===== config.mk =====
export PLATFORM = sky130hd
export DESIGN_NAME = progress_monitor
export DESIGN_NICKNAME = d
export VERILOG_FILES = /design/src/rtl/progress_monitor.sv
export SDC_FILE = /design/constraint.sdc
export NUM_CORES = 1
export LEC_CHECK = 0
export BUFFER_PORTS_ARGS = -buffer_cell sky130_fd_sc_hd__buf_4
export CAP_MARGIN = 20
export CORE_MARGIN = 2
export CORE_UTILIZATION = 46
export DETAILED_ROUTE_END_ITERATION = 16
export GPL_TIMING_DRIVEN = 0
export PLACE_DENSITY = 0.66
export SLEW_MARGIN = 15
export SYNTH_ARGS = -nofsm -noshare
export SYNTH_HDL_FRONTEND = slang
export SYNTH_SLANG_ARGS = --single-unit

===== constraint.sdc =====
create_clock -name clock -period 2.5 [get_ports clock]
set_input_delay 0.125 -clock clock [delete_from_list [all_inputs] [get_ports clock]]
set_output_delay 0.125 -clock clock [all_outputs]
set_load 0.005 [all_outputs]

===== src/rtl/progress_monitor.sv =====
// Checkpoint monitor: watches a slow GPIO progress code and reports pass, timeout or
// out-of-order failure. Define PROGRESS_MONITOR_ORDER_CHECK_EN to fail on unexpected codes.
module progress_monitor #(
  parameter int CODE_W     = 2,
  parameter int NUM_STAGES = 3,
  parameter int TIMEOUT    = 1000000
) (
  input  logic                              clock,
  input  logic                              reset,
  input  logic                              start_i,
  input  logic [CODE_W-1:0]                 code_i,
  output logic [$clog2(NUM_STAGES+1)-1:0]   stage_o,
  output logic                              busy_o,
  output logic                              done_o,
  output logic                              pass_o,
  output logic [1:0]                        fail_o,
  output logic [31:0]                       cycles_o
);

  localparam int STAGE_W = $clog2(NUM_STAGES + 1);
  localparam int TIMER_W = $clog2(TIMEOUT);
  localparam logic [TIMER_W-1:0] TIMER_LAST = TIMER_W'(TIMEOUT - 1);
  localparam logic [STAGE_W-1:0] STAGE_LAST = STAGE_W'(NUM_STAGES - 1);
  localparam logic [1:0] FAIL_NONE    = 2'b00;
  localparam logic [1:0] FAIL_TIMEOUT = 2'b01;
  localparam logic [1:0] FAIL_ORDER   = 2'b10;

  typedef enum logic [1:0] {IDLE, RUN, PASS, FAIL} state_t;

  function automatic logic [31:0] sat_inc32(input logic [31:0] v);
    return (v == 32'hFFFF_FFFF) ? v : v + 32'd1;
  endfunction

  state_t              state_q, state_d;
  logic [CODE_W-1:0]   sync_p0, sync_p1, code_p2;
  logic                code_vld_p2;
  logic [CODE_W-1:0]   exp_code;
  logic [STAGE_W-1:0]  stage_q;
  logic [TIMER_W-1:0]  timer_q;
  logic [31:0]         cycles_q;
  logic [1:0]          fail_q;
  logic                is_run, advance, order_err, timeout, rearm;

  // Stage p0/p1: metastability synchroniser; p2: stability filter register
  always_ff @(posedge clock or posedge reset) begin
    if (reset) begin
      sync_p0 <= '0;
      sync_p1 <= '0;
      code_p2 <= '0;
    end else begin
      sync_p0 <= code_i;
      sync_p1 <= sync_p0;
      code_p2 <= sync_p1;
    end
  end

  // A code is trusted only once it has been seen on two consecutive synchronised cycles
  assign code_vld_p2 = (sync_p1 == code_p2);
  assign exp_code    = CODE_W'(stage_q) + CODE_W'(1);
  assign is_run      = (state_q == RUN);
  assign advance     = is_run && code_vld_p2 && (code_p2 == exp_code);
  assign timeout     = is_run && (timer_q == TIMER_LAST) && !advance;
  assign rearm       = start_i && !is_run;

`ifdef PROGRESS_MONITOR_ORDER_CHECK_EN
  logic neutral;
  assign neutral   = (code_p2 == '0) || (code_p2 == CODE_W'(stage_q));
  assign order_err = is_run && code_vld_p2 && !neutral && (code_p2 != exp_code);
`else
  assign order_err = 1'b0;
`endif

  always_ff @(posedge clock or posedge reset) begin
    if (reset) state_q <= IDLE;
    else       state_q <= state_d;
  end

  always_comb begin
    state_d = state_q;
    case (state_q)
      IDLE: if (start_i) state_d = RUN;
      RUN: begin
        if (advance && (stage_q == STAGE_LAST)) state_d = PASS;
        else if (order_err || timeout)          state_d = FAIL;
      end
      PASS, FAIL: if (start_i) state_d = RUN;
      default: state_d = IDLE;
    endcase
  end

  // Run bookkeeping: advance wins over timeout on the same edge
  always_ff @(posedge clock or posedge reset) begin
    if (reset) begin
      stage_q  <= '0;
      timer_q  <= '0;
      cycles_q <= '0;
      fail_q   <= FAIL_NONE;
    end else if (rearm) begin
      stage_q  <= '0;
      timer_q  <= '0;
      cycles_q <= '0;
      fail_q   <= FAIL_NONE;
    end else if (is_run) begin
      cycles_q <= sat_inc32(cycles_q);
      if (advance) begin
        stage_q <= stage_q + STAGE_W'(1);
        timer_q <= '0;
      end else if (order_err) begin
        fail_q  <= FAIL_ORDER;
      end else if (timeout) begin
        fail_q  <= FAIL_TIMEOUT;
      end else begin
        timer_q <= timer_q + TIMER_W'(1);
      end
    end
  end

  assign stage_o  = stage_q;
  assign busy_o   = is_run;
  assign done_o   = (state_q == PASS) || (state_q == FAIL);
  assign pass_o   = (state_q == PASS);
  assign fail_o   = fail_q;
  assign cycles_o = cycles_q;

endmodule


==> results.json <==
{
  "outcome": "completed",
  "synth_edf_count": 0,
  "syn_inst": 361,
  "ant_nets": 0,
  "drv_cap": 0,
  "grt_pass1_wl_microns": 14060,
  "r2r_slack_ns": 0.13,
  "die-area_sq_um": 8170,
  "final-hold-violation-count": 0,
  "root_buffer": "clkbuf_8",
  "synth.net_count": 369,
  "drt_iter0_drc": 159,
  "worstPathMaxFanout": 10,
  "slew_viol_final": 0,
  "crit_arrival_ns": 2.65,
  "fin_cells": 529,
  "r2r_start": "cycles_o[1]",
  "hpwl_microns": 5704,
  "post-route-min-period_ns": 2.375,
  "ys.flop_type": "dfrtp_1",
  "startpoint_type": "flip-flop",
  "cp.required_ns": 2.77,
  "synth_top_family_by_area": "simple AND/OR/NAND/NOR gates",
  "clk_path_buf_depth": 2,
  "clkPwrFrac_pct": 27.3,
  "dp.cells": 503,
  "hold_path_class": "in2reg",
  "avgSynthCellArea_sq_um": 9.511,
  "p_sw_mw": 1.175,
  "final_util_pct": 58.46,
  "synthDistinctLibCells": 60,
  "synthArstFlopShare_pct": 100.0,
  "cts.clk_slew.worst_paths_ns": 0.08,
  "fin_nets": 433,
  "area_growth_pct": 23.51,
  "synth-xor-area-share_pct": 3.790,
  "fin_crit_sh_pct": 94.98,
  "clk_latency_ns": 0.35,
  "cts_sinks": 63,
  "first_pass_iters": 4,
  "setup_tns_ns": 0,
  "p_per_area_nw_per_um2": 811.2,
  "reg2reg_depth": 8,
  "drive_above_1_share_pct": 24.42,
  "crit_path_end": "cycles_o[27]",
  "crit_start": "cycles_o[1]",
  "port_buffers": 42,
  "rsz0062_at_grt": "no",
  "synth_simple_gate_area_share_pct": 25.51,
  "tightest_slew_ns": 0.7382,
  "wire_per_inst_microns": 15.56,
  "syn-cell-area_sq_um": 3433,
  "final_common_cell": "dfrtp_1",
  "ios": 44,
  "grt_max_degree": 53,
  "initial_core_util_pct": 47.33,
  "antenna_found_initial": 0,
  "pwr-share-comb_pct": 27.6,
  "cts_max_level": 3,
  "cts_buffers": 9,
  "intPower_mw": 2.264,
  "cts_tree": "yes",
  "core_area_sq_um": 7253,
  "die_w_microns": 90.39,
  "layout_common_cells": "dfrtp_1, buf_4, nand2_1",
  "synth.mux.area_fraction_pct": 0.8746,
  "die_y_microns": 90.39,
  "rows": 31,
  "p_leak_nw": 1.776,
  "synth_seq_cells": 63,
  "setup_viol": 0,
  "max_freq_ghz": 0.4211,
  "crit_path_end_kind": "flip-flop",
  "first_global_vias": 2794,
  "synth_compound_area_share_pct": 17.89,
  "finalClockSkew_ns": 0.007525,
  "via_per_inst": 5.747,
  "grt_usage_pct": 21.39,
  "grt-ovfl-total": 0,
  "drc": 0,
  "vias": 3040,
  "diodes": 0,
  "place_congestion": 0.8056,
  "rr_endpoint": "cycles_o[27]",
  "synthAdderAreaFrac_pct": 1.093,
  "relSlewSlack_pct": 50.33,
  "seqPwrFrac_pct": 45.1,
  "critical_path_class": "reg2reg",
  "yosysSeqAreaShare_pct": 45.92,
  "ys_warn_count": 0,
  "vdd.ir_drop.worst_mv": 0.4193,
  "swShare_pct": 34.17,
  "wirelength_microns": 8232
}
-- final cells by class --
class,count,area [sq um]
Fill cell,658,3013
Multi-Input combinational cell,266,1724
Sequential cell,63,1578
Timing Repair Buffer,54,432.9
Clock buffer,10,137.6
Tap cell,99,123.9
Buffer,17,117.6
Clock inverter,6,67.56
Inverter,14,58.81
-- sequential cells by signal, indices dropped and copies added, names as in the netlist --
signal and flops:
sync_p1 2, code_p2 2, timer_q 20, fail_o 1, state_q 2, sync_p0 2
cycles_o 32, stage_o 2
-- cell families (layout without fill, tap and decap cells) --
logic type               count (synthesis)  in the layout
XOR/XNOR                                14             14
AND/OR/NAND/NOR                        160            160
buffers and inverters                   32            101
multiplexers                             3              3
other                                    1              1
flip-flops                              63             63
AO/OA/AOI/OAI                           85             85
adder cells (fa/ha/maj)                  3              3
-- repair_timing --
| item | 4_1_cts | 5_1_grt |
|---|---|---|
| pin swaps | 2 | 1 |
| setup endpoints to repair | 32 | 38 |
| hold endpoints to repair | 65 | 0 |
| setup buffers | 3 | 5 |
| resized for setup | 3 | 12 |
| hold buffers | 3 | 0 |
-- worst min path at each step --
stage,startpoint,to,slack [ns],cells past startpoint
after floorplan,code_i[0],sync_p0[0],0.16,0
after global placement,code_i[1],sync_p0[1],0.24,1
after detailed placement,reset,cycles_o[15],0.05,2
after CTS,start_i,state_q[0],0.04,2
after global routing,start_i,state_q[0],0.04,2
final,start_i,state_q[0],0.05,2
-- through the flow --
stage               setup slack (ns)  power [mW]  cell area, sq um  hold WS (ns)
finish                        0.1255       3.440              4240       0.05291
global placement             -0.3418       2.399              3872        0.2353
CTS                          0.02765       3.396              4175       0.03767
floorplan                     0.1241       2.023              3433        0.1564
global route                0.008557       3.654              4240       0.04228
detailed placement           -0.3583       2.437              3902       0.05163
-- Yosys cell counts (all sizes together), types with 5 or more instances --
| cell | count | share of area, % |
|---|---|---|
| a21oi | 20 | 2.9 |
| a31oi | 6 | 1.1 |
| and3 | 6 | 1.1 |
| buf | 7 | 1.8 |
| clkbuf | 11 | 1.5 |
| dfrtp | 63 | 46 |
| inv | 13 | 1.4 |
| nand2 | 34 | 3.7 |
| nand3 | 19 | 2.8 |
| nand4 | 21 | 4.0 |
| nor2 | 28 | 3.1 |
| nor3 | 5 | 0.73 |
| o211ai | 6 | 1.6 |
| o21ai | 14 | 2.0 |
| o31ai | 16 | 4.2 |
| or2 | 5 | 0.91 |
| or3 | 9 | 1.6 |
| or4 | 11 | 2.5 |
| xnor2 | 9 | 2.3 |
| xor2 | 5 | 1.5 |
-- power by group through the flow --
stage | Clock [mW] | Sequential [mW] | Combinational [mW]
after floorplan | 0 | 1.52 | 0.506
after global placement | 0 | 1.56 | 0.837
after detailed placement | 0 | 1.57 | 0.867
after CTS | 0.956 | 1.55 | 0.888
after global routing | 1.01 | 1.59 | 1.06
final | 0.940 | 1.55 | 0.948
-- critical path: stages (launching register included) --
cell     delay (ns)
dfrtp_1        0.39
ha_2           0.22
nand2_2        0.12
or4_4          0.50
buf_6          0.15
o31ai_4        0.33
buf_2          0.31
o21ai_0        0.13
a21oi_1        0.13
-- layer usage --
metal  up-vias  global-route usage (%)  part of all wire, %
li1       1488                       -                    -
met1      1449                   29.64                   48
met2        86                   33.52                   46
met3        17                   4.007                  4.3
met4         0                   8.077                  1.7
met5         -                       0                    0
No activity file was read; power rests on OpenSTA's default activity.
